`src/rtl/mem_access_ctrl.sv`:
```
// mem_access_ctrl: MEM-stage data-memory access controller for an RV32I pipeline.
// Turns a load/store from the EX/MEM register into a req/gnt/rvalid transaction,
// stalls the pipeline while the access is in flight and returns an aligned,
// sign/zero-extended load result with a one-cycle completion pulse.

module mem_access_ctrl #(
   parameter int TIMEOUT_CYCLES = 255
) (
   input  logic        clk,
   input  logic        reset,
   input  logic        mem_read_i,
   input  logic        mem_write_i,
   input  logic [2:0]  funct3_i,
   input  logic [31:0] addr_i,
   input  logic [31:0] wdata_i,
   input  logic        flush_i,
   output logic        dmem_req_o,
   output logic        dmem_we_o,
   output logic [3:0]  dmem_be_o,
   output logic [31:0] dmem_addr_o,
   output logic [31:0] dmem_wdata_o,
   input  logic        dmem_gnt_i,
   input  logic        dmem_rvalid_i,
   input  logic [31:0] dmem_rdata_i,
   output logic        stall_o,
   output logic [31:0] load_data_o,
   output logic        load_valid_o,
   output logic        err_o,
   output logic        timeout_o
);

   localparam logic [1:0] ST_IDLE = 2'd0;
   localparam logic [1:0] ST_REQ  = 2'd1;
   localparam logic [1:0] ST_WAIT = 2'd2;
   localparam logic [1:0] ST_DONE = 2'd3;

   // Counter covers REQ and WAIT together, so one grant arriving late eats into the read budget.
   localparam int            CW       = $clog2(TIMEOUT_CYCLES + 1);
   localparam logic [CW-1:0] CNT_LAST = CW'(TIMEOUT_CYCLES - 1);

   logic [1:0]    state;
   logic [1:0]    next_state;
   logic [CW-1:0] cnt;
   logic [31:0]   addr_q;
   logic [31:0]   wdata_q;
   logic [3:0]    be_q;
   logic [2:0]    funct3_q;
   logic          we_q;
   logic          flushed_q;
   logic [31:0]   load_data_q;
   logic          load_valid_q;
   logic          timeout_q;

   logic          req_valid;
   logic          misaligned;
   logic          illegal;
   logic          start;
   logic [3:0]    be_d;
   logic [31:0]   wdata_d;
   logic [7:0]    lbyte;
   logic [15:0]   lhalf;
   logic [31:0]   load_ext;
   logic          capture;
   logic          kill;
   logic          timeout_hit;
   logic          cnt_expired;

   // Decode the incoming request: legality, byte enables and lane-replicated store data.
   always_comb begin
      req_valid  = (mem_read_i | mem_write_i) & ~flush_i & ~reset;
      misaligned = 1'b0;
      be_d       = 4'b1111;
      wdata_d    = wdata_i;
      case (funct3_i[1:0])
         2'b00: begin
            be_d    = 4'b0001 << addr_i[1:0];
            wdata_d = {4{wdata_i[7:0]}};
         end
         2'b01: begin
            misaligned = addr_i[0];
            be_d       = 4'b0011 << {addr_i[1], 1'b0};
            wdata_d    = {2{wdata_i[15:0]}};
         end
         2'b10: misaligned = (addr_i[1:0] != 2'b00);
         default: misaligned = 1'b0;
      endcase
      illegal = (funct3_i[1:0] == 2'b11) | (funct3_i == 3'b110) | misaligned;
      start   = (state == ST_IDLE) & req_valid & ~illegal;
   end

   // Pick the addressed byte/half out of the read word and extend it according to funct3.
   always_comb begin
      case (addr_q[1:0])
         2'b00:   lbyte = dmem_rdata_i[7:0];
         2'b01:   lbyte = dmem_rdata_i[15:8];
         2'b10:   lbyte = dmem_rdata_i[23:16];
         default: lbyte = dmem_rdata_i[31:24];
      endcase
      lhalf = addr_q[1] ? dmem_rdata_i[31:16] : dmem_rdata_i[15:0];
      case (funct3_q)
         3'b000:  load_ext = {{24{lbyte[7]}}, lbyte};
         3'b100:  load_ext = {24'h0, lbyte};
         3'b001:  load_ext = {{16{lhalf[15]}}, lhalf};
         3'b101:  load_ext = {16'h0, lhalf};
         default: load_ext = dmem_rdata_i;
      endcase
   end

   // Next-state logic; a grant or rvalid in the last budget cycle still wins over the timeout.
   always_comb begin
      next_state  = state;
      capture     = 1'b0;
      timeout_hit = 1'b0;
      cnt_expired = (cnt >= CNT_LAST);
      kill        = flushed_q | flush_i;
      case (state)
         ST_IDLE: if (start) next_state = ST_REQ;
         ST_REQ: begin
            if (flush_i) begin
               next_state = ST_IDLE;
            end else if (dmem_gnt_i) begin
               next_state = we_q ? ST_DONE : ST_WAIT;
            end else if (cnt_expired) begin
               next_state  = ST_DONE;
               timeout_hit = 1'b1;
            end
         end
         ST_WAIT: begin
            if (dmem_rvalid_i) begin
               next_state = ST_DONE;
               capture    = 1'b1;
            end else if (cnt_expired) begin
               next_state  = ST_DONE;
               timeout_hit = 1'b1;
            end
         end
         default: next_state = ST_IDLE;
      endcase
   end

   // State register and the access fields latched when a legal request is accepted.
   always_ff @(posedge clk) begin
      if (reset) begin
         state     <= ST_IDLE;
         addr_q    <= '0;
         wdata_q   <= '0;
         be_q      <= '0;
         funct3_q  <= '0;
         we_q      <= 1'b0;
         flushed_q <= 1'b0;
         cnt       <= '0;
      end else begin
         state <= next_state;
         if (start) begin
            addr_q    <= addr_i;
            wdata_q   <= wdata_d;
            be_q      <= be_d;
            funct3_q  <= funct3_i;
            we_q      <= mem_write_i;
            flushed_q <= 1'b0;
            cnt       <= '0;
         end else begin
            if ((state == ST_REQ) || (state == ST_WAIT)) cnt <= cnt + 1'b1;
            if ((state == ST_WAIT) && flush_i) flushed_q <= 1'b1;
         end
      end
   end

   // Load result and completion pulses; a flushed or timed-out access leaves load data untouched.
   always_ff @(posedge clk) begin
      if (reset) begin
         load_data_q  <= '0;
         load_valid_q <= 1'b0;
         timeout_q    <= 1'b0;
      end else begin
         if (capture && !kill) load_data_q <= load_ext;
         load_valid_q <= capture & ~kill & ~we_q;
         timeout_q    <= timeout_hit;
      end
   end

   assign dmem_req_o   = (state == ST_REQ) & ~flush_i;
   assign dmem_we_o    = dmem_req_o & we_q;
   assign dmem_be_o    = dmem_req_o ? be_q : 4'h0;
   assign dmem_addr_o  = dmem_req_o ? {addr_q[31:2], 2'b00} : 32'h0;
   assign dmem_wdata_o = dmem_req_o ? wdata_q : 32'h0;
   assign stall_o      = start | dmem_req_o | (state == ST_WAIT);
   assign err_o        = (state == ST_IDLE) & req_valid & illegal;
   assign load_data_o  = load_data_q;
   assign load_valid_o = load_valid_q;
   assign timeout_o    = timeout_q;

endmodule

```
`config.mk`:
```
export PLATFORM = sky130hd
export DESIGN_NAME = mem_access_ctrl
export DESIGN_NICKNAME = d
export VERILOG_FILES = /design/src/rtl/mem_access_ctrl.sv
export SDC_FILE = /design/constraint.sdc
export NUM_CORES = 1
export LEC_CHECK = 0
export BUFFER_PORTS_ARGS = -buffer_cell sky130_fd_sc_hd__buf_2
export CORE_MARGIN = 2
export CORE_UTILIZATION = 44
export DETAILED_ROUTE_END_ITERATION = 12
export PLACE_DENSITY = 0.77
export SETUP_SLACK_MARGIN = 0.4
export SLEW_MARGIN = 30
export SYNTH_ARGS = -nofsm -noshare
export SYNTH_HDL_FRONTEND = slang
export SYNTH_SLANG_ARGS = --single-unit
```
`constraint.sdc`:
```
create_clock -name clk -period 2.1 [get_ports clk]
set_input_delay 0.105 -clock clk [delete_from_list [all_inputs] [get_ports clk]]
set_output_delay 0.105 -clock clk [all_outputs]
set_load 0.01 [all_outputs]
```
[Word level (Yosys, flattened, before mapping)]
Cells that the tools add are included.
Storage, ports and cells
  register bits after elaboration: 117
  output and inout port bits: 106
Operators by class
  equal/unequal tests: 12
  magnitude comparators: 1
  muxes and demuxes: 23
  add/sub/neg operators: 1
  bitwise logic cells: 20
  reduce and logical (&&, ||, !) cells: 10
  shift-type cells: 2
Operators by type and width (count)
  $pmux 32 s4: 1
  $mux 32: 2
  $pmux 32 s2: 1
  $pmux 8 s3: 1
  $mux 16: 1
  $mux 2: 5
  $and 1x1->1: 9
  $eq 3x3->1 const B: 3
  $add 8x1->8 const B: 1
  $eq 2x2->1 const B: 4
  $ge 8x8->1 const B: 1
  $pmux 4 s2: 1
  $mux 1: 7
  $eq 2x1->1 const B: 3
  $logic_not 2->1: 3
  $or 1x1->1: 6
  $pmux 2 s3: 1
  $not 1->1: 5
  $mux 4: 1
  $pmux 1 s2: 2
  $shl 1x2->4 const A: 1
  $shl 2x2->4 const A: 1
  $eq 3x1->1 const B: 1
  $logic_not 3->1: 1
  other kinds (6): 7

[Depth between registers and ports, before layout]
  depth in word-level cells: 7
  depth in mapped cells: 11
  gate-level depth less buffers: 8

[Worst setup path before layout]
Ideal clock, no wire load.
  path kind: flip-flop to flip-flop
  start: register state[0]
  end: register addr_q[12]
  period minus slack after synthesis: 2.140 ns
  stages on the path, launching flop included: 11
  data arrival time: 2.007 ns
  path slack: -0.040 ns
  buffers on the path: 3
  cells stage by stage: dfxtp_1 > inv_1 > ha_1 > inv_1 > or4_4 > or2_1 > buf_2 > buf_2 > buf_2 > nand2_1 > a21oi_1
Between the ends
  word-level cells in the longest chain between the ends: 3
RTL lines
  start, declared: RTL line 41  | logic [1:0] state;
  start signal, assigned: RTL line 153  | state <= next_state;
  $logic_not 2->1: RTL line 88  | start = (state == ST_IDLE) & req_valid & ~illegal;
  $and 1x1->1 (2 in a row): RTL line 88
  end signal, assigned: RTL line 155  | addr_q <= addr_i;
  end, declared: RTL line 44  | logic [31:0] addr_q;
No other way between the ends.
A chain may end at the register's enable or synchronous reset.

[Final worst setup path]
  start: register state[1]
  end: register be_q[3]
Between the ends
  word-level cells in the longest chain between the ends: 3
RTL lines
  $logic_not 2->1: RTL line 88
  $and 1x1->1 (2 in a row): RTL line 88
  end signal, assigned: RTL line 147  | be_q <= '0;
  end signal, assigned: RTL line 157  | be_q <= be_d;
  end, declared: RTL line 46  | logic [3:0] be_q;
No other way between the ends.

==> metrics.md <==
| Metric | Value |
|---|---|
| Status | complete, but fails checks |
| Failing checks | setup timing |
| Post-synth ARST share | 0% |
| Cell with the most instances after synthesis | nand2_1 |
| Core ar. | 0.0121 mm^2 |
| Max Transition Viols Final | 0 |
| Finish-stage setup viols | 69 |
| Final hold vios | 0 |
| EDFF count, synth | 0 |
| Top cells by area, synth | dfxtp_1, nand2_1, and2_1 |
| Clock transition at the registers of the reported paths | 60 ps |
| Synthesized area per cell | 7.85 um^2 |
| Gpl congestion | 0.893 |
| Leak | 4.48 nW |
| Yosys cell types | 40 |
| Area delta synth->final | 92.9% |
| DIE HEIGHT | 116 um |
| Peak supply drop | 827 uV |
| Vias in the first global route | 6541 |
| Remaining DRCs | 0 |
| CP Capture Type | flip-flop |
| Top FF cell, synth | dfxtp_1 |
| Worst-Margin Slew | 857 ps |
| Worst Min Path Start | dmem_rdata_i[5] |
| Crit-path cells | inv_2 -> ha_4 -> inv_2 -> or4_4 -> buf_6 -> nor2_4 -> buf_12 -> buf_16 -> buf_12 -> nor2_1 -> a311oi_2 |
| Fmax achieved | 0.442 GHz |
| Routed WL | 28500 um |
| R2r endpoint | be_q[3]$_SDFFE_PP0P_ |
| Synth top area share | 42.6% |
| Grt total ovfl | 0 |
| Die X | 116 um |
| Worst Path Arrival | 2580 ps |
| Post-DP HPWL | 11200 um |
| Final nets | 1139 |
| Initial DRC Count | 937 |
| Hold path cells | 3 |
| Reported net switching power | 2.77 mW |
| Max incr delay on CP | 480 ps |
| Synthesized flop and latch total | 117 |
| Synth Warn # | 0 |
| Top Ports | 212 |
| Overall routing resource usage | 34.2% |
| Max_cap viols | 0 |
| Longest Clk Path Bufs | 2 |
| Vias per inst | 6.08 |
| Switching share of power | 31.1% |
| Startpoint types | flip-flop |
| Logic gate share of total power | 33.6% |
| FF-to-FF Start | state[1]$_SDFFE_PP0P_ |
| Initial antenna violation count | 3 |
| Crit Path Category | reg -> reg |
| CTS tree | done |
| N_diodes | 0 |
| PnR worst setup slack | -162 ps |
| Clk_lat worst skew | 430 ps |
| H-tree levels | 4 |
| CP Max Fanout | 8 |
| Min Tclk post-route | 2260 ps |
| First-pass GRT wire length | 35200 um |
| Pwr Density | 841 mW/mm^2 |
| RSZ-0062 raised after global routing | yes |
| Most frequent cells after synthesis | nand2_1, dfxtp_1, and2_1 |
| Data required, critical path | 2420 ps |
| Starting density of the core | 45.4% |
| Rel. slew slack | 42.8% |
| Final ANT Viol Nets | 0 |
| Via Count | 7311 |
| Die ar. | 0.0134 mm^2 |
| CTS Sinks | 117 |
| Cell Area, Synth | 0.00550 mm^2 |
| Hold Path Sink | load_data_o[5]$_SDFFE_PP0P_ |
| Drt pass-1 iters | 6 |
| Num rows | 40 |
| Hold/Removal Path Class | in -> reg |
| Syn Inst Count | 700 |
| Final Hold Slack | 11.4 ps |
| Worst r2r path cells | 11 |
| Setup Skew | 12.8 ps |
| Ratio of cells with drive above 1 in the final layout | 51.5% |
| Buffers on Ports | 209 |
| WL per Instance | 23.7 um |
| Final period util | 108% |
| Largest net degree at the start of global routing | 65 |
| Total Power | 8.91 mW |
| CTS Buf Count | 17 |
| Flop pwr share | 29.1% |
| R2R setup slack | -160 ps |
| Clock share of power | 37.3% |
| Post-synthesis sequential area ratio | 42.6% |
| CTS root buffer | clkbuf_16 |
| Internal | 6.14 mW |
| Synth area leader | dfxtp_1 |
| CP max-delay cell | or4_4 |
[state kept, by name, indices dropped and copies added (netlist names)]
register      flops
cnt               8
we_q              1
state             2
be_q              4
wdata_q          32
load_data_o      32
flushed_q         1
load_valid_o      1
timeout_o         1
addr_q           32
funct3_q          3
[cell type report]
class                   count  area [um^2]
repair buffers            359         3560
clock inverters            11          198
well taps                 168          210
clock buffers              21          470
flip-flops and latches    117         2350
inverters                  13         60.1
multi-input cells         514         3750
fillers                   514         1510
[cell usage in the layout, fill, tap and decap left out, types with 14 or more instances in the layout]
| master | synthesis | final |
|---|---|---|
| a211oi_1 | 48 | 28 |
| a211oi_2 | 0 | 17 |
| a21oi_1 | 64 | 36 |
| a21oi_2 | 0 | 28 |
| and2_4 | 0 | 67 |
| buf_12 | 0 | 14 |
| buf_16 | 0 | 19 |
| buf_2 | 9 | 138 |
| buf_4 | 2 | 21 |
| buf_6 | 0 | 86 |
| clkbuf_16 | 0 | 23 |
| dfxtp_1 | 117 | 112 |
| dlygate4sd3_1 | 0 | 70 |
| nand2_1 | 130 | 90 |
| nand2_2 | 0 | 15 |
| nand2_4 | 0 | 25 |
| nor2_1 | 66 | 54 |
| nor3_1 | 27 | 17 |
| o21ai_0 | 16 | 14 |
[stage by stage]
| stage | util [%] | instance area, um^2 | setup TNS (ps) | instances | setup WS [ps] |
|---|---|---|---|---|---|
| floorplan | - | 5590 | 0 | 701 | 160 |
| global placement | 56.4 | 6830 | 0 | 1045 | 74.2 |
| detailed placement | 56.4 | 6830 | 0 | 1045 | 3.79 |
| CTS | 77.8 | 9420 | -124 | 1187 | -36.0 |
| global route | 87.5 | 10600 | -5370 | 1203 | -174 |
| finish | 87.5 | 10600 | -3470 | 1203 | -162 |
[power by group through the flow]
| stage | clock network [mW] | registers (mW) | logic [mW] |
|---|---|---|---|
| floorplan | 0 | 2.59 | 0.868 |
| global placement | 0 | 2.58 | 1.38 |
| detailed placement | 0 | 2.59 | 1.40 |
| CTS | 3.29 | 2.55 | 2.28 |
| global route | 3.43 | 2.61 | 3.09 |
| finish | 3.32 | 2.59 | 3.00 |
[metal layers]
layer / up-vias / global-route usage, % / part of all wire, %
met4: 4 / 16.8 / 6.6
met5: - / 0 / 0.095
met1: 3449 / 40.0 / 36
li1: 3048 / - / -
met3: 203 / 10.3 / 9.9
met2: 607 / 57.2 / 47
[cells by family (layout without fill, tap and decap cells)]
logic type,after synthesis,after routing,share of synthesized area [%]
xor+xnor,7,7,1.12
simple gates,321,321,27.0
other cells,1,2,0.0682
fa+ha+maj,11,11,2.50
flops,117,117,42.6
compound gates,159,159,18.6
mux,14,14,2.94
buf+inv,70,404,5.12
[worst max-delay path by stage]
stage | startpoint | endpoint | slack (ps) | cells past startpoint
2_1_floorplan | state[1]$_SDFFE_PP0P_ | state[0]$_SDFFE_PP0P_ | 160 | 8
3_3_place_gp | state[1]$_SDFFE_PP0P_ | wdata_q[31]$_SDFFE_PP0P_ | 70 | 8
3_5_place_dp | state[1]$_SDFFE_PP0P_ | wdata_q[31]$_SDFFE_PP0P_ | 4 | 8
4_1_cts | state[0]$_SDFFE_PP0P_ | stall_o | -40 | 8
5_1_grt | state[1]$_SDFFE_PP0P_ | be_q[3]$_SDFFE_PP0P_ | -170 | 11
6_report | state[1]$_SDFFE_PP0P_ | be_q[3]$_SDFFE_PP0P_ | -160 | 11
[critical path: cells and delay by family, from the launching register on]
kind	cells	cell delay, ps
AO/OA/AOI/OAI	1	310
AND/OR/NAND/NOR	3	690
adder cells (fa/ha/maj)	1	150
flip-flops	1	330
buffers and inverters	6	680
[what timing repair did]
item                                   4_1_cts  5_1_grt
resized for setup                          121      240
pin swaps                                   18      111
gates cloned                                18        6
endpoints found under the hold margin       70        0
hold buffers                                70        0
setup endpoints to repair                  182      186
buffers inserted                            22       10
Power figures use the tool's default switching activity.
